<file path="src/rtl/pipe_stage_reg.sv">
// pipe_stage_reg: parametrised inter-stage pipeline register.
// Carries one payload between two pipeline stages with a valid/ready
// handshake, a synchronous flush for branch redirects, an optional
// 2-entry skid buffer (registered in_ready) and a saturating count of
// entries discarded by flush.
//
// Handshake: a transfer happens at a rising clk edge when valid and ready
// are both high on that side (in = in_valid & in_ready,
// out = out_valid & out_ready). While out_valid is high and out_ready is
// low, out_valid and out_data hold unchanged. in_ready does not depend on
// in_valid.
module pipe_stage_reg #(
    parameter int                    DATA_WIDTH  = 64,
    parameter logic [DATA_WIDTH-1:0] FLUSH_VALUE = '0,
    parameter int                    SKID        = 1,
    parameter int                    CNT_WIDTH   = 16
) (
    input  logic                  clk,
    input  logic                  reset_n,
    input  logic                  flush,
    input  logic                  in_valid,
    output logic                  in_ready,
    input  logic [DATA_WIDTH-1:0] in_data,
    output logic                  out_valid,
    input  logic                  out_ready,
    output logic [DATA_WIDTH-1:0] out_data,
    output logic [1:0]            occupancy,
    output logic [CNT_WIDTH-1:0]  kill_cnt
);

    // The state value is the number of live entries, so occupancy is the
    // state itself and doubles as the debug view of the FSM.
    typedef enum logic [1:0] {
        EMPTY = 2'd0,
        MAIN  = 2'd1,
        FULL  = 2'd2
    } state_t;

    state_t                  state_q;
    logic [DATA_WIDTH-1:0]   main_q;
    logic [DATA_WIDTH-1:0]   skid_q;
    logic                    in_ready_q;
    logic [CNT_WIDTH-1:0]    kill_q;

    logic                    in_fire;
    logic                    out_fire;
    logic [1:0]              kill_inc;
    logic [CNT_WIDTH:0]      kill_sum;

    assign out_valid = (state_q != EMPTY);
    assign out_data  = main_q;
    assign occupancy = logic'(1'b0) ? 2'd0 : 2'(state_q);
    assign kill_cnt  = kill_q;

    // With the skid buffer in_ready comes straight from a flop; without it
    // the single register may reload in the same cycle it is drained.
    assign in_ready = (SKID != 0) ? in_ready_q : (out_ready | ~out_valid);

    assign in_fire  = in_valid & in_ready;
    assign out_fire = out_valid & out_ready;

    // Entries killed by a flush: everything held except one delivered now.
    assign kill_inc = 2'(state_q) - {1'b0, out_fire};
    assign kill_sum = {1'b0, kill_q} + {{(CNT_WIDTH-1){1'b0}}, kill_inc};

    // Entry storage, occupancy FSM, registered in_ready and kill counter.
    always_ff @(posedge clk) begin
        if (!reset_n) begin
            state_q    <= EMPTY;
            main_q     <= FLUSH_VALUE;
            skid_q     <= FLUSH_VALUE;
            in_ready_q <= 1'b1;
            kill_q     <= '0;
        end else if (flush) begin
            // A same-cycle input is dropped; a same-cycle output counts as
            // delivered and is excluded from kill_inc.
            state_q    <= EMPTY;
            main_q     <= FLUSH_VALUE;
            in_ready_q <= 1'b1;
            kill_q     <= kill_sum[CNT_WIDTH] ? '1 : kill_sum[CNT_WIDTH-1:0];
        end else if (SKID == 0) begin
            in_ready_q <= 1'b1;
            if (in_fire) begin
                main_q  <= in_data;
                state_q <= MAIN;
            end else if (out_fire) begin
                state_q <= EMPTY;
            end
        end else begin
            case (state_q)
                EMPTY: begin
                    if (in_fire) begin
                        main_q  <= in_data;
                        state_q <= MAIN;
                    end
                    in_ready_q <= 1'b1;
                end
                MAIN: begin
                    case ({in_fire, out_fire})
                        2'b10: begin
                            // Head is stalled: park the new entry behind it.
                            skid_q     <= in_data;
                            state_q    <= FULL;
                            in_ready_q <= 1'b0;
                        end
                        2'b11: begin
                            main_q     <= in_data;
                            in_ready_q <= 1'b1;
                        end
                        2'b01: begin
                            // main_q keeps the delivered value as a bubble.
                            state_q    <= EMPTY;
                            in_ready_q <= 1'b1;
                        end
                        default: in_ready_q <= 1'b1;
                    endcase
                end
                FULL: begin
                    // in_ready is low here, so only a drain can happen.
                    if (out_fire) begin
                        main_q     <= skid_q;
                        state_q    <= MAIN;
                        in_ready_q <= 1'b1;
                    end else begin
                        in_ready_q <= 1'b0;
                    end
                end
                default: begin
                    state_q    <= EMPTY;
                    in_ready_q <= 1'b1;
                end
            endcase
        end
    end

endmodule

</file>
<file path="config.mk">
export PLATFORM = sky130hd
export DESIGN_NAME = pipe_stage_reg
export DESIGN_NICKNAME = d
export VERILOG_FILES = /design/src/rtl/pipe_stage_reg.sv
export SDC_FILE = /design/constraint.sdc
export NUM_CORES = 1
export LEC_CHECK = 0
export CORE_ASPECT_RATIO = 0.75
export CORE_MARGIN = 8
export CORE_UTILIZATION = 53
export DETAILED_ROUTE_END_ITERATION = 16
export PLACE_DENSITY = 0.87
export SLEW_MARGIN = 20
export SYNTH_ARGS = -nofsm -noshare
export SYNTH_HDL_FRONTEND = slang
export SYNTH_SLANG_ARGS = --single-unit
</file>
<file path="constraint.sdc">
create_clock -name clk -period 5.6 [get_ports clk]
set_clock_uncertainty 0.05 [all_clocks]
set_input_delay 0.84 -clock clk [delete_from_list [all_inputs] [get_ports clk]]
set_output_delay 0.84 -clock clk [all_outputs]
set_load 0.02 [all_outputs]
</file>
==> reports/qor.txt <==
clock power share: 43.2%
non-filler instance count after layout: 984
Worst Path Buf+Inv: 1
GRT overflow: 0
final worst-path cycle share: 59.1%
reg2reg setup slack: 2.40 ns
DR vias/cell: 5.80
Worst Hold Class: reg -> reg
setup violators final: 0
outcome: completed
Syn. warnings: 0
unrepaired setup endpoints after global routing: false
Sum Neg Setup Slack: 0 ns
Post-Synthesis Mean Instance Area: 8.70 sq um
FMAX: 302 MHz
Gate power share: 15.2%
hold-fix buffers at CTS: 0
Unique masters post-synth: 37
sw frac: 25.8%
placed insts: 953
die height: 109 microns
routability cong.: 0.893
initial drt markers: 373
vias in the first global route: 5733
dpl hpwl: 11700 microns
P_sw: 0.694 mW
Pwr per Cell Area: 323 nW/um^2
Clock Latency Late Sink: 0.41 ns
Worst setup SP type: primary input
pin count of the biggest net entering global routing: 69
Worst Tran Pin Value: 0.969 ns
CTS Buffer Depth: 2
Reg2Reg Launch Point: occupancy[1]
CP peak stage delay: 0.54 ns
final net count: 907
Routed wire per std cell: 18.5 microns
static leakage: 2.80 nW
hold path startpoint: skid_q[19]
Post-synth EDFFs: 0
Routed Wire Length: 18200 microns
critical path's slowest cell: nor4_1
most common cell after layout, fill and taps aside: clkdlybuf4s50_1
Int Power: 2.00 mW
Rel. slew slack: 35.4%
post-CTS sizing: 0
CP most frequent cell: nand3_1
synthesized area: 6170 sq um
antenna violations before repair: 0
syn_nets: 788
Reg power frac: 41.6%
FF-to-FF End: kill_cnt[3]
crit path DAT: 3.60 ns
sequential-to-total area share from yosys stat: 47.7%
commonest cells after routing, fill and taps aside: clkdlybuf4s50_1, dfxtp_1, nand2_1
first-pass GRT wire length: 28700 microns
# H-tree levels: 4
ys flop type: dfxtp_1
Peak VDD IR: 257 uV
Layout area overhead: 35.2%
Row Count: 34
CP Max Fanout: 5
Ant. Diodes: 0
min cycle time layout: 3.31 ns
setup repair bufs after CTS: 0
Max-Cap Viols: 0
Syn Inst Count: 709
Antenna Nets Post-Route: 0
drc violations: 0
clk sinks: 147
DR pass1 iterations: 5
Synth Register Bits: 147
CP top delay family: simple AND/OR/NAND/NOR gates
area of the core: 11500 sq um
Root Driver: clkbuf_16
hold depth: 2
layout cells sized above 1: 5.71%
Clk pin slew, worst setup/hold paths: 0.06 ns
Ports: 153
worst-path cell chain: clkdlybuf4s50_1, nor2b_1, ha_1, xor2_1, fa_1, nand3_1, nor4_1, nand3_1, a21oi_1
final hold vios: 0
critical setup path kind: in -> reg
max-slew violations: 0
CTS tree: yes
total track usage: 23.1%
WP data required: 5.89 ns
Die ar.: 15400 sq um
Port Buf Inserts: 152
Num CTS Buffers: 17
path depth of the worst reg2reg path: 10
Die Wd: 141 microns
Starting Density: 53.7%
CP Capture Type: register
Hold Crit Endpoint: skid_q[19]
total number of vias: 5710
ys async rst share: 0%
kinds of logic (layout without fill, tap and decap cells):
group                      Yosys count  in the layout  synth area share [%]
muxes                               66             66                  10.7
DFF                                147            147                  47.7
xor gates and xnor gates             6              6                 0.852
adders and majority gates           10             10                  2.15
AOI/OAI and AO/OA                  222            222                  21.2
buffers and inverters               70            201                  4.42
and+or+nand+nor                    188            188                  12.9
metrics by stage:
stage                     power (mW)  cell area (sq um)  worst slack, ns  hold WS, ns  utilization, %
final                           2.69               8340             2.29        0.403            72.6
after global routing            2.77               8340             1.94        0.417            72.6
after CTS                       2.69               8340             2.33        0.406            72.6
after detailed placement        1.55               7740             1.92        0.398            67.4
after global placement          1.53               7740             2.07        0.390            67.4
after floorplan                 1.36               6170             2.79        0.386               -
sequential cells by signal, summed over array words and instances (netlist names):
signal,count
skid_q,64
occupancy,2
in_ready,1
kill_cnt,16
out_data,64
final cells by class:
type,count,area [sq um]
repair buffers,159,1570
inverters,11,41.3
fillers,821,3140
flip-flops and latches,147,2940
clock buffers,21,470
clock inverters,10,131
well taps,144,180
multi-input cells,492,3000
power groups by stage:
stage	logic (mW)	registers (mW)	clock network, mW
final	0.410	1.12	1.16
after detailed placement	0.406	1.14	0
after global placement	0.395	1.14	0
after global routing	0.440	1.12	1.21
after floorplan	0.182	1.18	0
after CTS	0.409	1.12	1.17
tightest hold or removal path: cells and delay by family, from the launching register on:
| kind | cells | cell delay (ns) |
|---|---|---|
| compound gates | 1 | 0.05 |
| flops | 1 | 0.31 |
| simple gates | 1 | 0.05 |
worst max-delay path by stage:
stage                     startpoint           to  slack (ns)  depth (start not counted)
final                      out_ready  kill_cnt[3]        2.29                          9
after global routing       out_ready  kill_cnt[7]        1.94                          9
after CTS                  out_ready  kill_cnt[4]        2.33                          9
after detailed placement   out_ready  kill_cnt[7]        1.92                          9
after global placement     out_ready   skid_q[56]        2.07                          8
after floorplan            out_ready  kill_cnt[2]        2.79                          9
routing by layer:
layer | part of all wire, % | routed length, microns | global-route usage [%] | up-vias
li1 | - | - | - | 2749
met1 | 43 | 7730 | 27.7 | 2710
met2 | 49 | 8860 | 40.1 | 237
met3 | 7.9 | 1430 | 5.73 | 14
met4 | 0.87 | 159 | 8.79 | 0
met5 | 0 | 0 | 0 | -
Yosys cell counts (2+ instances only):
cell type	n	share of area, %
dfxtp_1	147	48
nand2_1	142	8.6
a21oi_1	134	11
a211oi_1	66	8.0
mux2i_1	65	11
clkbuf_1	42	2.6
nor2_1	12	0.73
inv_1	11	0.67
buf_1	9	0.55
ha_1	9	1.8
buf_2	8	0.65
nand3_1	8	0.65
o21ai_0	8	0.65
a31oi_1	6	0.61
nor3_1	6	0.49
xnor2_1	5	0.71
nor4_1	4	0.41
and3_1	3	0.30
a41o_1	2	0.32
and2_1	2	0.20
nand2b_1	2	0.20
nand4_1	2	0.20
nor2b_1	2	0.20
No activity file was read; power rests on OpenSTA's default activity.
